===== config.mk =====
export PLATFORM = sky130hd
export DESIGN_NAME = channel_flat
export DESIGN_NICKNAME = d
export VERILOG_FILES = /design/src/rtl/channel_pkg.sv /design/src/rtl/channel_if.sv /design/src/rtl/chan_handshake.sv /design/src/rtl/channel.sv /design/src/flat_wrapper.sv
export SDC_FILE = /design/constraint.sdc
export NUM_CORES = 1
export LEC_CHECK = 0
export CAP_MARGIN = 0
export CORE_MARGIN = 4
export CORE_UTILIZATION = 44
export CTS_CLUSTER_DIAMETER = 200
export DETAILED_ROUTE_END_ITERATION = 8
export HOLD_SLACK_MARGIN = 0.12
export PLACE_DENSITY = 0.88
export SLEW_MARGIN = 20
export SYNTH_ARGS = -nofsm -noshare
export SYNTH_HDL_FRONTEND = slang
export SYNTH_SLANG_ARGS = --single-unit

===== constraint.sdc =====
create_clock -name clk -period 2.5 [get_ports clk]
set_input_delay 0.5 -clock clk [delete_from_list [all_inputs] [get_ports clk]]
set_output_delay 0.5 -clock clk [all_outputs]
set_load 0.005 [all_outputs]

===== src/rtl/channel_pkg.sv =====
// Shared types for the CSP rendezvous channel: protocol select, status codes and FSM states.
package channel_pkg;

    typedef enum logic {
        P2PHASE_BD,
        P4PHASE_BD
    } hs_protocol_e;

    typedef enum logic [1:0] {
        IDLE      = 2'd0,
        R_PEND    = 2'd1,
        S_PEND    = 2'd2,
        S12M_PEND = 2'd3
    } chan_status_e;

    typedef enum logic [1:0] {
        StWait,
        StXfer,
        StRtz,
        StDone
    } chan_state_e;

endpackage


===== src/rtl/channel_if.sv =====
// Sender/receiver bundle of one channel link; master drives requests, slave is the channel.
interface channel_if
    import channel_pkg::*;
#(
    parameter int unsigned WIDTH = 33
);
    logic             send_req;
    logic [WIDTH-1:0] send_data;
    logic             send_done;
    logic             recv_req;
    logic [WIDTH-1:0] recv_data;
    logic             recv_done;
    logic             req;
    logic             ack;
    chan_status_e     status;

    modport master (
        output send_req, send_data, recv_req,
        input  send_done, recv_data, recv_done, req, ack, status
    );

    modport slave (
        input  send_req, send_data, recv_req,
        output send_done, recv_data, recv_done, req, ack, status
    );
endinterface


===== src/rtl/chan_handshake.sv =====
// Generates the link req/ack wires for 2-phase or 4-phase bundled data and reports
// which phase the wires are currently in back to the channel FSM.
module chan_handshake
    import channel_pkg::*;
#(
    parameter hs_protocol_e HS_PROTOCOL = P2PHASE_BD
)(
    input  logic        clk,
    input  logic        rst_n,
    input  chan_state_e state,
    input  logic        match,
    output logic        req,
    output logic        ack,
    output logic        ack_phase,
    output logic        rtz_phase
);
    localparam bit TwoPhase = (HS_PROTOCOL == P2PHASE_BD);

    logic req_q;
    logic ack_q;

    always_ff @(posedge clk or negedge rst_n) begin
        if (!rst_n) begin
            req_q <= 1'b0;
            ack_q <= 1'b0;
        end else begin
            case (state)
                StWait: begin
                    if (match) begin
                        req_q <= TwoPhase ? ~req_q : 1'b1;
                    end
                end
                StXfer: begin
                    if (TwoPhase) begin
                        ack_q <= req_q;
                    end else begin
                        ack_q <= 1'b1;
                        req_q <= 1'b0;
                    end
                end
                StRtz: begin
                    ack_q <= 1'b0;
                end
                default: ;
            endcase
        end
    end

    // An outstanding request is a level difference in 2-phase, a raised req in 4-phase.
    assign ack_phase = TwoPhase ? (req_q ^ ack_q) : (req_q & ~ack_q);
    assign rtz_phase = ~TwoPhase & ack_q & ~req_q;
    assign req       = req_q;
    assign ack       = ack_q;

endmodule


===== src/rtl/channel.sv =====
// Zero-slack point-to-point rendezvous channel: matches one sender with one receiver,
// registers the packet and pulses both done outputs together.
module channel
    import channel_pkg::*;
#(
    parameter int unsigned  WIDTH       = 33,
    parameter hs_protocol_e HS_PROTOCOL = P2PHASE_BD
)(
    input logic      clk,
    input logic      rst_n,
    channel_if.slave ch
);
    localparam bit TwoPhase = (HS_PROTOCOL == P2PHASE_BD);

    chan_state_e      state_q;
    logic [WIDTH-1:0] data_q;
    logic             done_q;
    logic             match;
    logic             hs_req;
    logic             hs_ack;
    logic             ack_phase;
    logic             rtz_phase;

    assign match = (state_q == StWait) && ch.send_req && ch.recv_req;

    chan_handshake #(
        .HS_PROTOCOL (HS_PROTOCOL)
    ) u_handshake (
        .clk       (clk),
        .rst_n     (rst_n),
        .state     (state_q),
        .match     (match),
        .req       (hs_req),
        .ack       (hs_ack),
        .ack_phase (ack_phase),
        .rtz_phase (rtz_phase)
    );

    always_ff @(posedge clk or negedge rst_n) begin
        if (!rst_n) begin
            state_q <= StWait;
            data_q  <= '0;
            done_q  <= 1'b0;
        end else begin
            done_q <= 1'b0;
            case (state_q)
                StWait: begin
                    if (match) begin
                        data_q  <= ch.send_data;
                        state_q <= StXfer;
                    end
                end
                StXfer: begin
                    if (ack_phase) begin
                        if (TwoPhase) begin
                            state_q <= StDone;
                            done_q  <= 1'b1;
                        end else begin
                            state_q <= StRtz;
                        end
                    end
                end
                StRtz: begin
                    if (rtz_phase) begin
                        state_q <= StDone;
                        done_q  <= 1'b1;
                    end
                end
                // Requests seen on the way out of DONE are deliberately dropped.
                StDone:  state_q <= StWait;
                default: state_q <= StWait;
            endcase
        end
    end

    always_comb begin
        ch.status = S12M_PEND;
        if (state_q == StWait) begin
            ch.status = chan_status_e'({ch.send_req, ch.recv_req});
        end
    end

    assign ch.send_done = done_q;
    assign ch.recv_done = done_q;
    assign ch.recv_data = data_q;
    assign ch.req       = hs_req;
    assign ch.ack       = hs_ack;

endmodule


===== src/flat_wrapper.sv =====
// flat-port wrapper written by rule: the top's interface ports become plain ports
module channel_flat import channel_pkg::*;
#(
    parameter int unsigned  WIDTH       = 33,
    parameter hs_protocol_e HS_PROTOCOL = P2PHASE_BD
)
  (clk, rst_n, ch_send_req, ch_send_data, ch_recv_req, ch_send_done, ch_recv_data, ch_recv_done, ch_req, ch_ack, ch_status);
  channel_if #(.WIDTH(WIDTH)) ch_i ();
  input logic clk;
  input logic rst_n;
  input wire logic [$bits(ch_i.send_req)-1:0] ch_send_req;
  input wire logic [$bits(ch_i.send_data)-1:0] ch_send_data;
  input wire logic [$bits(ch_i.recv_req)-1:0] ch_recv_req;
  output wire logic [$bits(ch_i.send_done)-1:0] ch_send_done;
  output wire logic [$bits(ch_i.recv_data)-1:0] ch_recv_data;
  output wire logic [$bits(ch_i.recv_done)-1:0] ch_recv_done;
  output wire logic [$bits(ch_i.req)-1:0] ch_req;
  output wire logic [$bits(ch_i.ack)-1:0] ch_ack;
  output wire logic [$bits(ch_i.status)-1:0] ch_status;
  assign ch_i.send_req = ch_send_req;
  assign ch_i.send_data = ch_send_data;
  assign ch_i.recv_req = ch_recv_req;
  assign ch_send_done = ch_i.send_done;
  assign ch_recv_data = ch_i.recv_data;
  assign ch_recv_done = ch_i.recv_done;
  assign ch_req = ch_i.req;
  assign ch_ack = ch_i.ack;
  assign ch_status = ch_i.status;
  channel #(.WIDTH(WIDTH), .HS_PROTOCOL(HS_PROTOCOL)) u_core (.clk(clk), .rst_n(rst_n), .ch(ch_i));
endmodule

==> results.md, run 1 <==
• status: finished, final reports clean
• cell area after placement: 2430 µm²
• count of synthesis-stage warnings from yosys: 0
• final period demand of the worst path: 2.26 ns
• Clock Skew: 0.00537 ns
• largest cells by area after synthesis: sky130_fd_sc_hd__dfrtp_1 58%, sky130_fd_sc_hd__mux2_4 26%, sky130_fd_sc_hd__ha_1 3.0%, sky130_fd_sc_hd__mux2_2 2.7%, sky130_fd_sc_hd__buf_6 2.1%
• worst-case headroom to the max-slew limit: 46.1%
• Post-Synth Adder-Cell Area: 3.04%
• cell area after synthesis: 1640 µm²
• maximum buffer depth of the clock tree: 2
• Yosys reg bits: 38
• worst endpoint data arrival time: 1.76 ns
• number of antenna violations at the first check in global routing: 0
• Overall Global Routing Usage: 16.6%
• CTS Hold Buffers Added: 0
• series of cell instances along the critical path: inv_1, ha_1, or2b_1, clkdlybuf4s50_1
• share of synthesized registers carrying an async set or reset: 100%
• total number of clock tree sinks: 38
• final estimated routing congestion in global placement: 0.814
• CTS clock-pin slew for the worst setup and hold paths: 0.08 ns
• die extent in x: 69.1 µm
• synth unique cells: 19
• combined flip-flop and latch cell area: 951 µm²
• Die Y: 69.1 µm
• # fillers: 233
• number of top-level design ports: 76
• leakage power figure: 1.23 nW
• final routed wirelength across all metal layers: 3840 µm
• clock latency at the later pin of the worst-skew pair: 0.28 ns
• die area: 4780 µm²
• final instance area: 2520 µm²
• number of inserted diodes: 0
• H-tree levels: 2
• WL per Instance: 17.4 µm
• Yosys top cell area share: 57.8%
• post-route setup TNS: 0 ns
• simple-gate share of the synthesized area: 3.20%
• Std-Cell Core Area: 3470 µm²
• vias in the first global route: 1,153
• kind of start point of the critical path: register
• unrepaired setup endpoints after global routing: false
• final setup vio count: 0
• TritonCTS clock tree: built
• CP Buf/Inv Count: 2
• final routed DRC violation total: 0
• overflow left after global routing: 0
• Worst path slowest cell: sky130_fd_sc_hd__clkdlybuf4s50_1
• root buffer selected by CTS: sky130_fd_sc_hd__clkbuf_8
• Synth area leader: sky130_fd_sc_hd__dfrtp_1
• average vias per placed instance: 4.75
• mux share of post-synthesis cell area: 29.8%
• initial cell density of the core: 47.4%
• dominant register cell in the synthesized netlist: sky130_fd_sc_hd__dfrtp_1
• endpoint kind of the worst setup timing path: primary output
• main combinational cell family by area after synthesis: multiplexers
• fraction of layout instances using a drive strength above 1: 25.7%
• count of flip-flops with a built-in enable after synthesis: 0
• maximum fanout along the worst path: 4
• total clock buffers created by CTS: 5
• mean instance size in the synthesized netlist: 17.3 µm²
• number of instances in the synthesized netlist: 95
• share of the clock period used by the worst path: 90.4%
• count of port buffers added during placement: 75
• power per cell area: 443 nW/µm²
• # resized after CTS: 0
• most frequent cell after synthesis: sky130_fd_sc_hd__dfrtp_1
• global-route wire length before repair: 6250 µm
• layout net count: 215
• cell row count: 21
• Data required, critical path: 2.00 ns
• remaining number of nets flagged by the antenna check after routing: 0
• area taken by multi-input logic gates: 641 µm²
• number of hold violations in the final report: 0
• sequential fraction of the synthesis area: 57.8%
• fraction of synthesized cell area in xor and xnor cells: 1.07%
• final HPWL from detailed placement: 2950 µm
• critical path's top delay family: buffers and inverters
• iteration count of the initial detailed-routing pass: 3
• count of routing violations after the opening detailed-route iteration: 36
• number of slew-limit violations in the final report: 0
• syn_nets: 136
• area added between synthesis and finish: 53.3%
• VDD IR max: 0.405 mV
• fraction of the mapped netlist area in compound gates: 1.83%
• pin count of the biggest net entering global routing: 39
• count of maximum capacitance violations: 0
• cell types with the highest counts after synthesis: 38 x sky130_fd_sc_hd__dfrtp_1, 29 x sky130_fd_sc_hd__mux2_4, 4 x sky130_fd_sc_hd__ha_1, 4 x sky130_fd_sc_hd__mux2_2
• highest cell delay on the worst timing path: 0.45 ns
• Max Freq: 0.442 GHz
• slew at the pin closest to its max-slew limit: 0.808 ns
• path type of the worst min-delay path: input pin to asynchronous set/reset pin
• setup repair bufs after CTS: 0
• Setup Crit Path Kind: register to primary output
• count of vias placed by the detailed router: 1,050
-- placed cells by master, fill, tap and decap left out, types with 2 or more instances in the layout --
cell	instances
sky130_fd_sc_hd__ha_1	4
sky130_fd_sc_hd__clkbuf_8	6
sky130_fd_sc_hd__xnor2_1	2
sky130_fd_sc_hd__clkdlybuf4s50_1	74
sky130_fd_sc_hd__dfrtp_1	38
sky130_fd_sc_hd__inv_1	3
sky130_fd_sc_hd__mux2_2	4
sky130_fd_sc_hd__mux2_4	29
-- final cells by class --
class,count,share of cell area [%]
clock buffer,6,3.28
multi-input combinational,50,25.4
inverter,3,0.447
tap,46,2.28
clock inverter,2,0.496
timing repair buffer,76,30.4
sequential,38,37.7
-- stage by stage --
| stage | setup WS (ns) | hold WS, ns | cells | util, % | total power, mW |
|---|---|---|---|---|---|
| after floorplan | 1.06 | 0.204 | 95 | - | 0.628 |
| after global placement | 0.340 | 0.490 | 213 | 69.9 | 0.696 |
| after detailed placement | 0.311 | 0.493 | 213 | 69.9 | 0.699 |
| after CTS | 0.215 | 0.325 | 221 | 72.7 | 1.13 |
| after global routing | 0.153 | 0.379 | 221 | 72.7 | 1.16 |
| final | 0.239 | 0.300 | 221 | 72.7 | 1.12 |
-- final timing paths --
| check | startpoint | end | slack, ns | depth (start not counted) |
|---|---|---|---|---|
| min reg2reg | u_core.ch.recv_data[6] | u_core.ch.recv_data[6] | 0.51 | 1 |
| max in group asynchronous | rst_n | u_core.ch.recv_data[11] | 1.69 | 1 |
| min in group clk | u_core.ch.recv_data[6] | u_core.ch.recv_data[6] | 0.51 | 1 |
| min | rst_n | u_core.ch.recv_data[0] | 0.30 | 1 |
| max reg2reg | u_core.state_q[0] | u_core.ch.recv_data[6] | 0.67 | 5 |
| max | u_core.state_q[0] | ch_status[0] | 0.24 | 4 |
-- sequential cells by signal, indices dropped and copies added (netlist names) --
register	count
u_core.ch.recv_data	33
u_core.state_q	2
u_core.ch.recv_done	1
u_core.u_handshake.ack	1
u_core.u_handshake.req	1
-- report_power, final --
part	switching [mW]	internal [mW]
combinational	0.0217	0.0495
clock	0.209	0.222
sequential	0	0.614
total	0.230	0.885
-- metal layers --
metal	GRT usage, %	wire [µm]
met1	20.1	1650
met2	27.1	1870
met3	5.81	247
met4	6.51	68
met5	0	0
-- cells by family after synthesis --
kind of cell               after synthesis
DFF                                     38
AOI/OAI and AO/OA                        4
muxes                                   34
xor gates and xnor gates                 2
buffers and inverters                    7
and+or+nand+nor                          6
adders and majority gates                4
Power figures use the tool's default switching activity.
==> inputs of run 2 (changes only) <==
--- a/config.mk
+++ b/config.mk
@@ -6,7 +6,6 @@
 export NUM_CORES = 1
 export LEC_CHECK = 0
 export CAP_MARGIN = 0
-export CORE_MARGIN = 4
 export CORE_UTILIZATION = 44
 export CTS_CLUSTER_DIAMETER = 200
 export DETAILED_ROUTE_END_ITERATION = 8
==> results.md, run 2 (synthesis gave the netlist of run 1 again) <==
• path type of the worst min-delay path: input pin to asynchronous set/reset pin
• part of the total power dissipated in the clock network: 47.3%
• average vias per placed instance: 4.95
• remaining number of nets flagged by the antenna check after routing: 0
• flip-flop count of the largest register, all copies and words added: 33
• number of top-level design ports: 76
• number of antenna violations at the first check in global routing: 0
• CP Buf/Inv Count: 2
• area added between synthesis and finish: 56.4%
• fraction of layout instances using a drive strength above 1: 26.1%
• series of cell instances along the critical path: inv_1, ha_1, or2b_1, clkdlybuf4s50_1
• clock latency at the later pin of the worst-skew pair: 0.29 ns
• number of slew-limit violations in the final report: 0
• final estimated routing congestion in global placement: 0.717
• leakage power figure: 1.25 nW
• relative contribution of sequential cells to total power: 47.2%
• power per cell area: 506 nW/µm²
• worst-case headroom to the max-slew limit: 45.1%
• final HPWL from detailed placement: 2870 µm
• layout net count: 216
• count of routing violations after the opening detailed-route iteration: 47
• Clock Skew: 0.00475 ns
• iteration count of the initial detailed-routing pass: 4
• Sw Pwr: 239 µW
• Max Freq: 0.444 GHz
• kind of start point of the critical path: register
• # fillers: 235
• maximum fanout along the worst path: 4
• status: finished, final reports clean
• Worst Setup Slack, final: 0.247 ns
• Std-Cell Core Area: 3470 µm²
• share of the clock period used by the worst path: 90.1%
• initial cell density of the core: 47.4%
• final core utilization: 74.1%
• Internal Pwr Total: 1.06 mW
• WL per Instance: 17.2 µm
• setup repair bufs after CTS: 0
• total design power: 1.30 mW
• Post-Place Cells: 214
• maximum buffer depth of the clock tree: 2
• highest cell delay on the worst timing path: 0.44 ns
• vias in the first global route: 1,181
• Die Y: 63.1 µm
• count of maximum capacitance violations: 0
• Overall Global Routing Usage: 21.5%
• total number of clock tree sinks: 38
• final routed wirelength across all metal layers: 3820 µm
• root buffer selected by CTS: sky130_fd_sc_hd__clkbuf_8
• number of hold violations in the final report: 0
• # resized after CTS: 0
• global-route wire length before repair: 6290 µm
• Data required, critical path: 2.00 ns
• final standard cell count with taps included and fillers excluded: 222
• final setup vio count: 0
• worst endpoint data arrival time: 1.75 ns
• switching share of total power: 18.3%
• cell area after placement: 2430 µm²
• overflow left after global routing: 0
• pin count of the biggest net entering global routing: 39
• CTS clock-pin slew for the worst setup and hold paths: 0.08 ns
• total clock buffers created by CTS: 5
• VDD IR max: 0.319 mV
• cell row count: 21
• die extent in x: 63.1 µm
• Setup Crit Path Kind: register to primary output
• Worst path slowest cell: sky130_fd_sc_hd__clkdlybuf4s50_1
• leading cell types in the layout, fill and taps excluded: 74 x sky130_fd_sc_hd__clkdlybuf4s50_1, 38 x sky130_fd_sc_hd__dfrtp_1, 29 x sky130_fd_sc_hd__mux2_4, 5 x sky130_fd_sc_hd__clkbuf_8
• combinational share of power: 5.5%
• count of vias placed by the detailed router: 1,100
• endpoint kind of the worst setup timing path: primary output
• die area: 3980 µm²
• post-route setup TNS: 0 ns
• dpl ws: 0.315 ns
• unrepaired setup endpoints after global routing: false
• count of port buffers added during placement: 75
• number of inserted diodes: 0
• critical path's top delay family: buffers and inverters
• final period demand of the worst path: 2.25 ns
• final routed DRC violation total: 0
• H-tree levels: 2
• slew at the pin closest to its max-slew limit: 0.824 ns
• hold slack: 0.302 ns
• leading cell type in the layout, fill and taps excluded: sky130_fd_sc_hd__clkdlybuf4s50_1
• TritonCTS clock tree: built
• final instance area: 2570 µm²
• CTS Hold Buffers Added: 0
-- run 2: layout make-up --
class                      instances  area, µm²  area share [%]
timing repair buffer              77        773            30.1
tap                               46       57.6            2.24
sequential                        38        951            37.0
clock inverter                     3       68.8            2.68
multi-input combinational         50        641            24.9
inverter                           3       11.3           0.438
clock buffer                       5       68.8            2.68
-- run 2: power by group through the flow --
| stage | Combinational [mW] | Clock [mW] | Sequential [mW] |
|---|---|---|---|
| floorplan | 0.00156 | 0 | 0.626 |
| global placement | 0.0695 | 0 | 0.626 |
| detailed placement | 0.0722 | 0 | 0.626 |
| CTS | 0.0728 | 0.633 | 0.614 |
| global route | 0.0770 | 0.658 | 0.614 |
| finish | 0.0714 | 0.616 | 0.614 |
-- run 2: per-layer routing --
layer	vias up	share of wire [%]	global-route usage, %
li1	487	-	-
met1	559	39	24.7
met2	48	53	36.8
met3	6	6.0	6.34
met4	0	1.9	9.59
met5	-	0	0
-- run 2: path summary, 6_finish.rpt --
kind	depth (start not counted)	slack, ns	startpoint	end
max in group asynchronous	1	1.68	rst_n	u_core.ch.recv_data[30]
max reg2reg	5	0.76	u_core.state_q[0]	u_core.ch.recv_data[20]
min reg2reg	1	0.52	u_core.ch.recv_data[16]	u_core.ch.recv_data[16]
min	1	0.30	rst_n	u_core.ch.recv_data[26]
max	4	0.25	u_core.state_q[0]	ch_status[0]
min in group clk	1	0.52	u_core.ch.recv_data[16]	u_core.ch.recv_data[16]
==> inputs of run 3 (changes only) <==
--- a/config.mk
+++ b/config.mk
@@ -6,11 +6,12 @@
 export NUM_CORES = 1
 export LEC_CHECK = 0
 export CAP_MARGIN = 0
-export CORE_UTILIZATION = 44
+export CORE_UTILIZATION = 55
 export CTS_CLUSTER_DIAMETER = 200
 export DETAILED_ROUTE_END_ITERATION = 8
+export DONT_BUFFER_PORTS = 1
 export HOLD_SLACK_MARGIN = 0.12
-export PLACE_DENSITY = 0.88
+export PLACE_DENSITY = 0.73
 export SLEW_MARGIN = 20
 export SYNTH_ARGS = -nofsm -noshare
 export SYNTH_HDL_FRONTEND = slang
==> results.md, run 3 (synthesis gave the netlist of run 1 again) <==
• final period demand of the worst path: 1.88 ns
• CTS clock-pin slew for the worst setup and hold paths: 0.10 ns
• total design power: 1.03 mW
• series of cell instances along the critical path: inv_1, ha_1, nand3_4, mux2_4
• final setup vio count: 0
• clock latency at the later pin of the worst-skew pair: 0.33 ns
• post-route setup TNS: 0 ns
• endpoint kind of the worst setup timing path: register
• area added between synthesis and finish: 6.24%
• status: complete, but fails checks
• count of maximum capacitance violations: 0
• flip-flop count of the largest register, all copies and words added: 33
• count of routing violations after the opening detailed-route iteration: 59
• dpl ws: 0.596 ns
• number of slew-limit violations in the final report: 0
• number of top-level design ports: 76
• Std-Cell Core Area: 2810 µm²
• slew at the pin closest to its max-slew limit: 0.653 ns
• leading cell type in the layout, fill and taps excluded: sky130_fd_sc_hd__dfrtp_1
• count of port buffers added during placement: 0
• pin count of the biggest net entering global routing: 39
• final standard cell count with taps included and fillers excluded: 132
• maximum fanout along the worst path: 34
• iteration count of the initial detailed-routing pass: 8
• H-tree levels: 2
• kind of start point of the critical path: register
• TritonCTS clock tree: built
• failing checks: design-rule violations
• WL per Instance: 19.3 µm
• remaining number of nets flagged by the antenna check after routing: 0
• cell area after placement: 1640 µm²
• Setup Crit Path Kind: register to register
• global-route wire length before repair: 4060 µm
• number of inserted diodes: 0
• layout net count: 141
• leakage power figure: 0.947 nW
• leading cell types in the layout, fill and taps excluded: 38 x sky130_fd_sc_hd__dfrtp_1, 29 x sky130_fd_sc_hd__mux2_4, 5 x sky130_fd_sc_hd__clkbuf_4, 4 x sky130_fd_sc_hd__mux2_2, 4 x sky130_fd_sc_hd__ha_1
• power per cell area: 587 nW/µm²
• final routed DRC violation total: 14
• Data required, critical path: 2.72 ns
• initial cell density of the core: 58.6%
• Clock Skew: 0.00417 ns
• cell row count: 19
• Worst path slowest cell: sky130_fd_sc_hd__nand3_4
• Worst Setup Slack, final: 0.616 ns
• share of the clock period used by the worst path: 75.4%
• highest cell delay on the worst timing path: 0.51 ns
• die extent in x: 56.7 µm
• hold slack: 0.310 ns
• total number of clock tree sinks: 38
• setup repair bufs after CTS: 0
• vias in the first global route: 816
• count of vias placed by the detailed router: 769
• CP Buf/Inv Count: 1
• average vias per placed instance: 5.83
• Overall Global Routing Usage: 17.5%
• final routed wirelength across all metal layers: 2550 µm
• die area: 3210 µm²
• VDD IR max: 0.313 mV
• root buffer selected by CTS: sky130_fd_sc_hd__clkbuf_4
• Max Freq: 0.531 GHz
• worst endpoint data arrival time: 2.10 ns
• critical path's top delay family: simple AND/OR/NAND/NOR gates
• final core utilization: 62.3%
• Post-Place Cells: 122
• unrepaired setup endpoints after global routing: false
• number of antenna violations at the first check in global routing: 0
• overflow left after global routing: 0
• fraction of layout instances using a drive strength above 1: 41.6%
• maximum buffer depth of the clock tree: 2
• Die Y: 56.7 µm
• total clock buffers created by CTS: 5
• path type of the worst min-delay path: input pin to register
• worst-case headroom to the max-slew limit: 56.5%
• final estimated routing congestion in global placement: 0.698
• number of hold violations in the final report: 0
• final instance area: 1750 µm²
==> run 3: cell count changes in the layout (fill, tap and decap cells not counted), sizes merged <==
cell,previous run,this run
buf,3,1
bufinv,2,1
clkbuf,5,7
clkdlybuf4s50,74,0
clkinv,1,0
dlygate4sd3,0,1
==> run 3: cell type report <==
cell class              instances  area, µm²
flip-flops and latches         38        951
fillers                       220       1060
multi-input cells              50        641
repair buffers                  2       30.0
clock buffers                   7       45.0
well taps                      31       38.8
inverters                       3       11.3
clock inverters                 1       30.0
==> run 3: worst paths after layout <==
kind | from | end | slack [ns] | cells past startpoint
hold reg to reg | u_core.ch.recv_data[4] | u_core.ch.recv_data[4] | 0.55 | 1
setup reg to reg | u_core.state_q[1] | u_core.ch.recv_data[19] | 0.62 | 4
hold / removal | ch_send_data[25] | u_core.ch.recv_data[25] | 0.31 | 1
min in group asynchronous | rst_n | u_core.ch.recv_data[19] | 0.61 | 2
setup / recovery | u_core.state_q[1] | u_core.ch.recv_data[19] | 0.62 | 4
max in group asynchronous | rst_n | u_core.state_q[0] | 1.70 | 2
==> run 3: repair_timing <==
action | in CTS | in global routing
hold buffers | 2 | 0
gates resized for setup | 0 | 0
endpoints found under the hold margin | 38 | 0
==> run 3: layer usage <==
layer  track usage [%]  vias up  share of wire (%)
li1                  -      335                  -
met4              6.43        0               0.75
met2              26.2       59                 50
met5                 0        -                  0
met1              20.5      373                 36
met3              10.6        2                 14
==> run 3: worst reg2reg max path, cell delays in order (launching register included) <==
cell                      delay [ns]
sky130_fd_sc_hd__dfrtp_1        0.43
sky130_fd_sc_hd__inv_1          0.09
sky130_fd_sc_hd__ha_1           0.23
sky130_fd_sc_hd__nand3_4        0.51
sky130_fd_sc_hd__mux2_4         0.52
==> run 3: power by group <==
| part | internal, mW | switching [mW] | total [mW] |
|---|---|---|---|
| Clock | 0.212 | 0.182 | 0.395 |
| Combinational | 0.00584 | 0.0115 | 0.0174 |
| Sequential | 0.614 | 0 | 0.614 |
| Total | 0.832 | 0.194 | 1.03 |
